$ cat src/rtl/rho_lane_rotator_pkg.sv
// Shared types and constants for the Keccak rho lane rotator.
// The rho offset table here must stay in sync with the lane offset ROM.
package rho_lane_rotator_pkg;

    localparam int LANE_W  = 64;
    localparam int N_LANES = 25;
    localparam int CNT_W   = 5;
    localparam int OFF_W   = 6;

    typedef enum logic [1:0] {
        ST_IDLE,
        ST_RUN,
        ST_DRAIN,
        ST_DONE
    } rho_state_e;

    // Offsets follow this datapath's lane numbering, not the textbook x+5y order.
    function automatic logic [OFF_W-1:0] rho_offset(input logic [CNT_W-1:0] lane);
        case (lane)
            5'd0:    return 6'd21;
            5'd1:    return 6'd8;
            5'd2:    return 6'd41;
            5'd3:    return 6'd45;
            5'd4:    return 6'd15;
            5'd5:    return 6'd56;
            5'd6:    return 6'd14;
            5'd7:    return 6'd18;
            5'd8:    return 6'd2;
            5'd9:    return 6'd61;
            5'd10:   return 6'd28;
            5'd11:   return 6'd27;
            5'd12:   return 6'd0;
            5'd13:   return 6'd1;
            5'd14:   return 6'd62;
            5'd15:   return 6'd55;
            5'd16:   return 6'd20;
            5'd17:   return 6'd36;
            5'd18:   return 6'd44;
            5'd19:   return 6'd6;
            5'd20:   return 6'd25;
            5'd21:   return 6'd39;
            5'd22:   return 6'd3;
            5'd23:   return 6'd10;
            5'd24:   return 6'd43;
            default: return 6'd0;
        endcase
    endfunction

endpackage

$ cat src/rtl/rho_lane_rotator_barrel.sv
// Combinational 64-bit left rotator, 6-bit amount, built as log2 stages.
module lane_barrel_rotl
    import rho_lane_rotator_pkg::*;
(
    input  logic [LANE_W-1:0] data_in,
    input  logic [OFF_W-1:0]  amount,
    output logic [LANE_W-1:0] data_out
);

    logic [LANE_W-1:0] stage_v;

    always_comb begin
        stage_v = data_in;
        for (int k = 0; k < OFF_W; k++) begin
            if (amount[k]) begin
                stage_v = (stage_v << (1 << k)) | (stage_v >> (LANE_W - (1 << k)));
            end
        end
        data_out = stage_v;
    end

endmodule

$ cat src/rtl/rho_lane_rotator.sv
// Rho step: rotates 25 streamed lanes by their rho offsets and forwards them to pi.
// Optional second output stage selected by defining RHO_OUT_REG_EN.
module rho_lane_rotator
    import rho_lane_rotator_pkg::*;
(
    input  logic              clk,
    input  logic              rst,
    input  logic              start,
    input  logic [LANE_W-1:0] lane_in,
    input  logic              lane_in_valid,
    output logic              lane_in_ready,
    output logic [LANE_W-1:0] lane_out,
    output logic [CNT_W-1:0]  lane_out_idx,
    output logic              lane_out_valid,
    input  logic              lane_out_ready,
    output logic              busy,
    output logic              done
);

    rho_state_e        state_q, state_d;
    logic [CNT_W-1:0]  cnt_q, cnt_d;
    logic [LANE_W-1:0] out_data_q, out_data_d;
    logic [CNT_W-1:0]  out_idx_q, out_idx_d;
    logic              out_valid_q, out_valid_d;
    logic [LANE_W-1:0] rot_data;
    logic [OFF_W-1:0]  rot_amount;
    logic              accept, out_fire, pipe_empty_d;

    assign rot_amount = rho_offset(cnt_q);

    lane_barrel_rotl u_rotl (
        .data_in  (lane_in),
        .amount   (rot_amount),
        .data_out (rot_data)
    );

    assign accept   = lane_in_valid && lane_in_ready;
    assign out_fire = out_valid_q && lane_out_ready;

`ifdef RHO_OUT_REG_EN
    logic [LANE_W-1:0] mid_data_q, mid_data_d;
    logic [CNT_W-1:0]  mid_idx_q, mid_idx_d;
    logic              mid_valid_q, mid_valid_d;
    logic              mid_adv;

    assign mid_adv       = mid_valid_q && (!out_valid_q || lane_out_ready);
    assign lane_in_ready = (state_q == ST_RUN) && (!mid_valid_q || mid_adv);

    always_comb begin
        mid_data_d  = mid_data_q;
        mid_idx_d   = mid_idx_q;
        mid_valid_d = mid_valid_q;
        out_data_d  = out_data_q;
        out_idx_d   = out_idx_q;
        out_valid_d = out_valid_q;
        if (out_fire) begin
            out_valid_d = 1'b0;
        end
        if (mid_adv) begin
            out_data_d  = mid_data_q;
            out_idx_d   = mid_idx_q;
            out_valid_d = 1'b1;
            mid_valid_d = 1'b0;
        end
        if (accept) begin
            mid_data_d  = rot_data;
            mid_idx_d   = cnt_q;
            mid_valid_d = 1'b1;
        end
        pipe_empty_d = !out_valid_d && !mid_valid_d;
    end

    always_ff @(posedge clk or posedge rst) begin
        if (rst) begin
            mid_data_q  <= '0;
            mid_idx_q   <= '0;
            mid_valid_q <= 1'b0;
        end else begin
            mid_data_q  <= mid_data_d;
            mid_idx_q   <= mid_idx_d;
            mid_valid_q <= mid_valid_d;
        end
    end
`else
    assign lane_in_ready = (state_q == ST_RUN) && (!out_valid_q || lane_out_ready);

    // Load and drain may happen in the same cycle, keeping one lane per clock.
    always_comb begin
        out_data_d  = out_data_q;
        out_idx_d   = out_idx_q;
        out_valid_d = out_valid_q;
        if (out_fire) begin
            out_valid_d = 1'b0;
        end
        if (accept) begin
            out_data_d  = rot_data;
            out_idx_d   = cnt_q;
            out_valid_d = 1'b1;
        end
        pipe_empty_d = !out_valid_d;
    end
`endif

    always_comb begin
        state_d = state_q;
        cnt_d   = cnt_q;
        case (state_q)
            ST_IDLE: begin
                if (start) begin
                    state_d = ST_RUN;
                    cnt_d   = '0;
                end
            end
            ST_RUN: begin
                if (accept) begin
                    if (cnt_q == CNT_W'(N_LANES - 1)) begin
                        state_d = ST_DRAIN;
                    end else begin
                        cnt_d = cnt_q + 5'd1;
                    end
                end
            end
            ST_DRAIN: begin
                if (pipe_empty_d) begin
                    state_d = ST_DONE;
                end
            end
            ST_DONE: state_d = ST_IDLE;
            default: state_d = ST_IDLE;
        endcase
    end

    always_ff @(posedge clk or posedge rst) begin
        if (rst) begin
            state_q     <= ST_IDLE;
            cnt_q       <= '0;
            out_data_q  <= '0;
            out_idx_q   <= '0;
            out_valid_q <= 1'b0;
        end else begin
            state_q     <= state_d;
            cnt_q       <= cnt_d;
            out_data_q  <= out_data_d;
            out_idx_q   <= out_idx_d;
            out_valid_q <= out_valid_d;
        end
    end

    assign lane_out       = out_data_q;
    assign lane_out_idx   = out_idx_q;
    assign lane_out_valid = out_valid_q;
    assign busy           = (state_q == ST_RUN) || (state_q == ST_DRAIN);
    assign done           = (state_q == ST_DONE);

endmodule

$ cat config.mk
export PLATFORM = sky130hd
export DESIGN_NAME = rho_lane_rotator
export DESIGN_NICKNAME = d
export VERILOG_FILES = /design/src/rtl/rho_lane_rotator_pkg.sv /design/src/rtl/rho_lane_rotator_barrel.sv /design/src/rtl/rho_lane_rotator.sv
export SDC_FILE = /design/constraint.sdc
export NUM_CORES = 1
export LEC_CHECK = 0
export CAP_MARGIN = 25
export CORE_AREA = 5 5 135 137
export CTS_BUF_LIST = sky130_fd_sc_hd__clkbuf_2 sky130_fd_sc_hd__clkbuf_4 sky130_fd_sc_hd__clkbuf_8
export DETAILED_ROUTE_END_ITERATION = 8
export DIE_AREA = 0 0 140 142
export PLACE_DENSITY = 0.75
export SLEW_MARGIN = 15
export SYNTH_ARGS = -nofsm -noshare
export SYNTH_HDL_FRONTEND = slang
export SYNTH_SLANG_ARGS = --single-unit
$ cat constraint.sdc
create_clock -name clk -period 7.5 [get_ports clk]
set_input_delay 1.125 -clock clk [delete_from_list [all_inputs] [get_ports clk]]
set_output_delay 1.125 -clock clk [all_outputs]
set_load 0.02 [all_outputs]
==> report_table.html, run 1 <==
<table>
<tr><th>Metric</th><th>Value</th></tr>
<tr><th colspan="2">Run status</th></tr>
<tr><td>Outcome</td><td>complete, no violations</td></tr>
<tr><th colspan="2">Logic synthesis</th></tr>
<tr><td>Warnings, synthesis</td><td>0</td></tr>
<tr><td>Post-synthesis instance area</td><td>8290 µm²</td></tr>
<tr><td>Area share of the leading cell type in the synthesized netlist</td><td>23.2%</td></tr>
<tr><td>Sequential element share of the synthesized area</td><td>23.2%</td></tr>
<tr><td>Number of enable-type register cells in the synthesized netlist</td><td>0</td></tr>
<tr><td>Library cell with the largest summed area after synthesis</td><td>dfrtp_1</td></tr>
<tr><td>Leading cell types by total area after synthesis</td><td>dfrtp_1 23%, mux2i_1 9.9%, nand2_1 5.7%</td></tr>
<tr><td>Avg Synthesized Cell Area</td><td>8.32 µm²</td></tr>
<tr><td>Top FF cell, synth</td><td>dfrtp_1</td></tr>
<tr><td>Share of synthesized flip-flops with an asynchronous set or reset</td><td>100%</td></tr>
<tr><td>Number of distinct library cells after synthesis</td><td>83</td></tr>
<tr><td>Flip-flop and latch count after synthesis</td><td>77</td></tr>
<tr><td>Number of nets produced by synthesis</td><td>1077</td></tr>
<tr><td>Synthesized instance count</td><td>996</td></tr>
<tr><th colspan="2">Hold path</th></tr>
<tr><td>Type of the most critical hold path</td><td>flip-flop to flip-flop</td></tr>
<tr><th colspan="2">Final layout</th></tr>
<tr><td>Number of inserted diodes</td><td>0</td></tr>
<tr><td>Final design instance area without fill</td><td>10100 µm²</td></tr>
<tr><td>Post-route core utilization</td><td>59.4%</td></tr>
<tr><td>Ratio of cells with drive above 1 in the final layout</td><td>10.4%</td></tr>
<tr><td>Layout overhead on the synthesized area</td><td>21.4%</td></tr>
<tr><td>Finished Layout Cells</td><td>1315</td></tr>
<tr><td>Number of nets in the final layout</td><td>1166</td></tr>
<tr><th colspan="2">Detailed routing</th></tr>
<tr><td>DR vias</td><td>9597</td></tr>
<tr><td>Routed via count divided by cell count</td><td>7.30</td></tr>
<tr><td>Residual DRC count</td><td>0</td></tr>
<tr><td>Final ANT Viol Nets</td><td>0</td></tr>
<tr><td>Total wirelength of the detailed-routed design</td><td>35.7 mm</td></tr>
<tr><td>First-iteration detailed-routing DRC count</td><td>1805</td></tr>
<tr><td>Length of the first detailed-routing pass in iterations</td><td>6</td></tr>
<tr><td>Final routed wire length divided by cell count</td><td>27.1 µm</td></tr>
<tr><th colspan="2">Clocking</th></tr>
<tr><td>Clock sinks</td><td>77</td></tr>
<tr><td>Cell at the root of the clock tree</td><td>clkbuf_8</td></tr>
<tr><td>Post-CTS setup buffer count</td><td>0</td></tr>
<tr><td>Clock transition at path regs</td><td>0.09 ns</td></tr>
<tr><td>Number of gates given a new drive strength after cts</td><td>0</td></tr>
<tr><td>Htree depth</td><td>3</td></tr>
<tr><td>Total CTS buffers</td><td>9</td></tr>
<tr><td>Longest Clk Path Bufs</td><td>2</td></tr>
<tr><td>Worst-skew pair later-pin latency</td><td>0.37 ns</td></tr>
<tr><td>CTS tree</td><td>built</td></tr>
<tr><td>Quantity of hold-fixing buffers added after cts</td><td>0</td></tr>
<tr><th colspan="2">Worst setup path</th></tr>
<tr><td>CP Launch Type</td><td>flip-flop</td></tr>
<tr><td>Req. time, crit path</td><td>7.75 ns</td></tr>
<tr><td>CP Class</td><td>flip-flop to flip-flop</td></tr>
<tr><td>Arrival time of data at the critical path endpoint</td><td>5.01 ns</td></tr>
<tr><td>Largest fanout of any net on the critical path</td><td>66</td></tr>
<tr><td>Kind of capture point of the worst setup path</td><td>flip-flop</td></tr>
<tr><th colspan="2">STA</th></tr>
<tr><td>Transition time of the tightest slew-check pin</td><td>1.08 ns</td></tr>
<tr><td>Final Skew</td><td>0.0115 ns</td></tr>
<tr><td>Fraction of the cycle the final worst path needs</td><td>63.5%</td></tr>
<tr><td>Setup repair after global routing missed its margin</td><td>no</td></tr>
<tr><td>Timing-limited maximum frequency</td><td>210 MHz</td></tr>
<tr><td>Final min period</td><td>4.77 ns</td></tr>
<tr><td>Worst slew slack as a fraction of its limit</td><td>28.1%</td></tr>
<tr><td>Sum of negative setup slack</td><td>0 ns</td></tr>
<tr><td>Final number of setup-violating endpoints</td><td>0</td></tr>
<tr><td>Final Slew Violations</td><td>0</td></tr>
<tr><td>Final Hold Violating Endpoints</td><td>0</td></tr>
<tr><th colspan="2">Global routing</th></tr>
<tr><td>Congestion Overflow GR</td><td>0</td></tr>
<tr><td>Maximum number of pins on one net before global-route repair</td><td>78</td></tr>
<tr><td>Total routing resource utilization after global routing</td><td>34.5%</td></tr>
<tr><td>Initial antenna violation count</td><td>0</td></tr>
<tr><td>Vias in the first global route</td><td>9041</td></tr>
<tr><td>First-pass GRT wire length</td><td>54.4 mm</td></tr>
<tr><th colspan="2">Placed design</th></tr>
<tr><td>Port buffer count</td><td>141</td></tr>
<tr><td>Placed instance count</td><td>1298</td></tr>
<tr><td>Cell area reported after detailed placement</td><td>9800 µm²</td></tr>
<tr><td>Placer congestion estimate</td><td>1.09</td></tr>
<tr><td>Post-DP HPWL</td><td>26.6 mm</td></tr>
<tr><th colspan="2">Floorplanning</th></tr>
<tr><td>Starting Density</td><td>48.9%</td></tr>
<tr><td>Area of the placeable core</td><td>16900 µm²</td></tr>
<tr><td>Horizontal die dimension</td><td>140 µm</td></tr>
<tr><td>Die Outline Area</td><td>19900 µm²</td></tr>
<tr><td>Boundary Pins</td><td>142</td></tr>
<tr><td>Cell Rows</td><td>48</td></tr>
<tr><td>Die Y-Extent</td><td>142 µm</td></tr>
<tr><th colspan="2">Job</th></tr>
<tr><td>Count of maximum capacitance violations</td><td>0</td></tr>
</table>
==> stage by stage <==
stage / setup slack [ns] / hold slack (ns)
6_report: 2.73 / 0.487
3_5_place_dp: 2.89 / 0.471
3_3_place_gp: 2.98 / 0.461
2_1_floorplan: 4.20 / 0.533
5_1_grt: 2.58 / 0.504
4_1_cts: 2.88 / 0.488
==> synth_stat cells (9+ instances only) <==
library cell,count
o22ai_1,51
a221oi_1,9
dfrtp_1,77
o221ai_1,51
clkbuf_1,57
nor2_1,67
a21oi_1,23
mux2_2,33
a221o_1,22
a21boi_0,9
o31ai_1,17
buf_2,24
a21boi_1,10
mux2i_1,82
ha_1,12
nand2_1,126
o21ai_0,23
nor3_1,20
a211oi_1,11
o211ai_1,30
a22oi_1,49
nand3_1,11
inv_1,28
==> layout make-up <==
cell class,instances,area (µm²)
Fill cell,1527,6870
Clock inverter,6,95.1
Tap cell,225,282
Sequential cell,77,1930
Timing Repair Buffer,168,1650
Clock buffer,10,138
Multi-Input combinational cell,801,5870
Inverter,28,105
==> logic make-up (layout without fill, tap and decap cells) <==
group	after synthesis	count (layout)	synth area share, %
buffers and inverters	118	212	6.39
adders and majority gates	12	12	1.81
DFF	77	77	23.2
xor gates and xnor gates	2	2	0.211
muxes	126	126	16.9
AOI/OAI and AO/OA	404	404	38.3
and+or+nand+nor	257	257	13.2
==> registers in the layout, indices dropped and copies added, names as in the netlist <==
name	cells
lane_out	64
state_q	2
lane_out_valid	1
lane_out_idx	5
cnt_q	5
==> final timing paths <==
path | from | to | slack [ns] | cells after the start
max in group asynchronous | rst | lane_out[33] | 5.83 | 4
worst min-delay path | lane_out_idx[2] | lane_out_idx[2] | 0.49 | 2
min in group asynchronous | rst | state_q[0] | 1.08 | 3
worst max register to register | cnt_q[0] | lane_out[63] | 2.73 | 12
worst max-delay path | cnt_q[0] | lane_out[63] | 2.73 | 12
worst min register to register | lane_out_idx[2] | lane_out_idx[2] | 0.49 | 2
==> routing by layer <==
metal	wire length, µm	part of all wire, %	global-route usage [%]
met4	1840	5.2	15.6
met1	14600	41	48.7
met5	0	0	0
met2	14400	40	48.9
met3	4840	14	9.98
==> cells in the final DEF (no fill, tap or decap), drive strengths merged, types with 11 or more instances in the layout <==
master	n
clkdlybuf4s50	141
nand2	126
mux2i	87
dfrtp	77
nor2	69
o22ai	51
o221ai	51
a22oi	50
mux2	37
o211ai	32
o21ai	31
inv	29
buf	27
a21oi	23
a221o	22
nor3	20
a21boi	19
o31ai	18
a221oi	13
ha	12
a211oi	12
nand3	11
==> worst max-delay path: stages, from the launching register on <==
cell	delay, ns
dfrtp_1	0.53
inv_1	0.18
ha_1	0.39
nand2b_1	0.22
mux2_4	0.36
o21ai_4	0.14
buf_4	0.69
mux2i_1	0.69
o22ai_1	0.15
a21oi_1	0.46
nor3_1	0.08
a2111oi_0	0.55
a31oi_1	0.16
Power of run 1 is not shown: default switching activity piles up to over one toggle a cycle in this logic, so the estimate is an artifact.
==> run 2, diff against run 1 <==
clock period = 4.4 ns   (was 7.5 ns; I/O delays follow)
==> run 2 against run 1 <==
Wire length increased by 4.4%. Hold slack hardly changed. Final cell count increased by 2.2%. Final area grew 2.0%. Worst setup slack worse by 2.6 ns. Critical path depth unchanged. Highest routed layer unchanged. Sequential share of layout area down 0.36 points. Clock skew shrank 0.0027 ns. Via count is 0.47% lower.
==> report_table.html, run 2 (synthesis results as in run 1) <==
<table>
<tr><th>Metric</th><th>Value</th></tr>
<tr><th colspan="2">Clocking</th></tr>
<tr><td>Cell at the root of the clock tree</td><td>clkbuf_8 (unchanged)</td></tr>
<tr><td>Total CTS buffers</td><td>9 (unchanged)</td></tr>
<tr><td>Quantity of hold-fixing buffers added after cts</td><td>0 (unchanged)</td></tr>
<tr><td>Worst-skew pair later-pin latency</td><td>0.39 ns (was 0.37 ns)</td></tr>
<tr><td>Htree depth</td><td>3 (unchanged)</td></tr>
<tr><td>Longest Clk Path Bufs</td><td>2 (unchanged)</td></tr>
<tr><td>CTS tree</td><td>built (unchanged)</td></tr>
<tr><td>Clock sinks</td><td>77 (unchanged)</td></tr>
<tr><td>Clock transition at path regs</td><td>0.09 ns (about the same)</td></tr>
<tr><th colspan="2">Global routing</th></tr>
<tr><td>Initial antenna violation count</td><td>0 (unchanged)</td></tr>
<tr><td>Total routing resource utilization after global routing</td><td>36.6% (was 34.5%)</td></tr>
<tr><td>Maximum number of pins on one net before global-route repair</td><td>68 (was 78)</td></tr>
<tr><td>First-pass GRT wire length</td><td>57.0 mm (was 54.4 mm)</td></tr>
<tr><td>Vias in the first global route</td><td>9233 (was 9041)</td></tr>
<tr><td>Congestion Overflow GR</td><td>0 (unchanged)</td></tr>
<tr><th colspan="2">STA</th></tr>
<tr><td>Sum of negative setup slack</td><td>0 ns (unchanged)</td></tr>
<tr><td>Final number of setup-violating endpoints</td><td>0 (unchanged)</td></tr>
<tr><td>Final Skew</td><td>0.00887 ns (was 0.0115 ns)</td></tr>
<tr><td>Transition time of the tightest slew-check pin</td><td>0.910 ns (was 1.08 ns)</td></tr>
<tr><td>Final min period</td><td>4.25 ns (was 4.77 ns)</td></tr>
<tr><td>Least setup slack across all paths after layout</td><td>0.148 ns (was 2.73 ns)</td></tr>
<tr><td>Setup repair after global routing missed its margin</td><td>no (unchanged)</td></tr>
<tr><td>Timing-limited maximum frequency</td><td>235 MHz (was 210 MHz)</td></tr>
<tr><td>Final Hold Violating Endpoints</td><td>0 (unchanged)</td></tr>
<tr><td>Fraction of the cycle the final worst path needs</td><td>96.6% (was 63.5%)</td></tr>
<tr><td>Final Slew Violations</td><td>0 (unchanged)</td></tr>
<tr><td>Worst slew slack as a fraction of its limit</td><td>39.3% (was 28.1%)</td></tr>
<tr><th colspan="2">Placed design</th></tr>
<tr><td>Port buffer count</td><td>141 (unchanged)</td></tr>
<tr><td>Placer congestion estimate</td><td>1.08 (was 1.09)</td></tr>
<tr><td>Pre-CTS worst setup slack</td><td>0.0469 ns (was 2.89 ns)</td></tr>
<tr><td>Post-DP HPWL</td><td>28.7 mm (was 26.6 mm)</td></tr>
<tr><td>Placed instance count</td><td>1328 (was 1298)</td></tr>
<tr><th colspan="2">Detailed routing</th></tr>
<tr><td>Length of the first detailed-routing pass in iterations</td><td>7 (was 6)</td></tr>
<tr><td>Final routed wire length divided by cell count</td><td>27.7 µm (was 27.1 µm)</td></tr>
<tr><td>DR vias</td><td>9552 (was 9597)</td></tr>
<tr><td>Total wirelength of the detailed-routed design</td><td>37.2 mm (was 35.7 mm)</td></tr>
<tr><td>Final ANT Viol Nets</td><td>0 (unchanged)</td></tr>
<tr><td>Routed via count divided by cell count</td><td>7.11 (was 7.30)</td></tr>
<tr><td>Residual DRC count</td><td>0 (unchanged)</td></tr>
<tr><td>First-iteration detailed-routing DRC count</td><td>1511 (was 1805)</td></tr>
<tr><th colspan="2">Final layout</th></tr>
<tr><td>Number of flip-flops under the largest register name</td><td>64 (unchanged)</td></tr>
<tr><td>Finished Layout Cells</td><td>1344 (was 1315)</td></tr>
<tr><td>Number of inserted diodes</td><td>0 (unchanged)</td></tr>
<tr><td>Ratio of cells with drive above 1 in the final layout</td><td>12.7% (was 10.4%)</td></tr>
<tr><td>Most common cell after layout, fill and taps aside</td><td>clkdlybuf4s50_1 (unchanged)</td></tr>
<tr><td>Number of nets in the final layout</td><td>1195 (was 1166)</td></tr>
<tr><td>Layout overhead on the synthesized area</td><td>23.8% (was 21.4%)</td></tr>
<tr><td>Commonest cells after routing, fill and taps aside</td><td>141 x clkdlybuf4s50_1, 125 x nand2_1, 81 x mux2i_1 (was 141 x clkdlybuf4s50_1, 125 x nand2_1, 82 x mux2i_1)</td></tr>
<tr><th colspan="2">Floorplanning</th></tr>
<tr><td>Boundary Pins</td><td>142 (unchanged)</td></tr>
<tr><td>Cell Rows</td><td>48 (unchanged)</td></tr>
<tr><td>Area of the placeable core</td><td>16900 µm² (unchanged)</td></tr>
<tr><td>Horizontal die dimension</td><td>140 µm (unchanged)</td></tr>
<tr><td>Die Y-Extent</td><td>142 µm (unchanged)</td></tr>
<tr><td>Starting Density</td><td>48.9% (unchanged)</td></tr>
<tr><td>Die Outline Area</td><td>19900 µm² (unchanged)</td></tr>
<tr><th colspan="2">Worst setup path</th></tr>
<tr><td>Series of cell instances along the critical path</td><td>inv_1, ha_1, nand2b_1, mux2_4, o21ai_4, clkbuf_16, mux2_2, mux2_2, mux2i_2, o221ai_1, nor3_1, o221ai_1 (was inv_1, ha_1, nand2b_1, mux2_4, o21ai_4, buf_4, mux2i_1, o22ai_1, a21oi_1, nor3_1, a2111oi_0, a31oi_1)</td></tr>
<tr><td>CP max stage cell</td><td>dfrtp_1 (was buf_4)</td></tr>
<tr><td>Worst path top cell family by delay</td><td>multiplexers (was compound AO/OA/AOI/OAI gates)</td></tr>
<tr><td>Largest stage delay, worst path</td><td>0.51 ns (was 0.69 ns)</td></tr>
<tr><td>Arrival time of data at the critical path endpoint</td><td>4.49 ns (was 5.01 ns)</td></tr>
<tr><td>Largest fanout of any net on the critical path</td><td>67 (was 66)</td></tr>
<tr><td>CP Class</td><td>flip-flop to flip-flop (unchanged)</td></tr>
<tr><td>Req. time, crit path</td><td>4.64 ns (was 7.75 ns)</td></tr>
<tr><td>CP Launch Type</td><td>flip-flop (unchanged)</td></tr>
<tr><td>Kind of capture point of the worst setup path</td><td>flip-flop (unchanged)</td></tr>
<tr><td>Buf/Inv on CP</td><td>2 (unchanged)</td></tr>
<tr><th colspan="2">Job</th></tr>
<tr><td>Count of maximum capacitance violations</td><td>0 (unchanged)</td></tr>
<tr><th colspan="2">Run status</th></tr>
<tr><td>Outcome</td><td>complete, no violations (unchanged)</td></tr>
<tr><th colspan="2">Hold path</th></tr>
<tr><td>Type of the most critical hold path</td><td>flip-flop to flip-flop (unchanged)</td></tr>
</table>
-- run 2: timing repair --
action / CTS / global route
setup endpoints to repair: 0 / 6
buffers inserted: 0 / 0
resized for setup: 0 / 4
-- run 2: area by class of cell --
| class | count | area (µm²) |
|---|---|---|
| inverters | 28 | 105 |
| clock buffers | 9 | 124 |
| clock inverters | 7 | 81.3 |
| fillers | 1581 | 6670 |
| multi-input cells | 801 | 5870 |
| well taps | 225 | 282 |
| flip-flops and latches | 77 | 1930 |
| repair buffers | 197 | 1870 |
-- run 2: final timing paths --
path / depth (start not counted) / slack, ns / start / to
max reg2reg: 12 / 0.15 / cnt_q[1] / lane_out[62]
max in group asynchronous: 3 / 2.73 / rst / lane_out[2]
min reg2reg: 2 / 0.49 / lane_out_idx[0] / lane_out_idx[0]
max: 12 / 0.15 / cnt_q[1] / lane_out[62]
min: 2 / 0.49 / lane_out_idx[0] / lane_out_idx[0]
min in group asynchronous: 2 / 0.70 / rst / state_q[0]
-- run 2: routing by layer --
metal  share of wire, %  track usage (%)  wire (µm)
met5                  0                0          0
met4                3.8             14.1       1410
met3                 11             9.04       4200
met2                 42             52.7      15500
met1                 43             53.0      16100
-- run 2: per-stage QoR --
stage	util (%)	hold WS (ns)	cell area, µm²
3_3_place_gp	59.3	0.464	10000
4_1_cts	60.5	0.491	10200
6_report	60.6	0.487	10300
5_1_grt	60.6	0.528	10300
3_5_place_dp	59.3	0.470	10000
2_1_floorplan	-	0.533	8290
-- run 2: worst register-to-register path: cells and delay by family (launching register included) --
family / cells / cell delay [ns]
fa+ha+maj: 1 / 0.37
simple gates: 2 / 0.66
flops: 1 / 0.51
mux: 4 / 1.51
compound gates: 3 / 0.55
buf+inv: 2 / 0.51
Power of run 2 is left out for the same reason.
==> run 3, diff against run 2 <==
CTS_BUF_LIST = sky130_fd_sc_hd__clkbuf_4 sky130_fd_sc_hd__clkbuf_8   (was sky130_fd_sc_hd__clkbuf_2 sky130_fd_sc_hd__clkbuf_4 sky130_fd_sc_hd__clkbuf_8)
==> results of run 3 <==
Final layout, timing and power as in run 2 (identical DEF).
Power of run 3 is left out for the same reason.
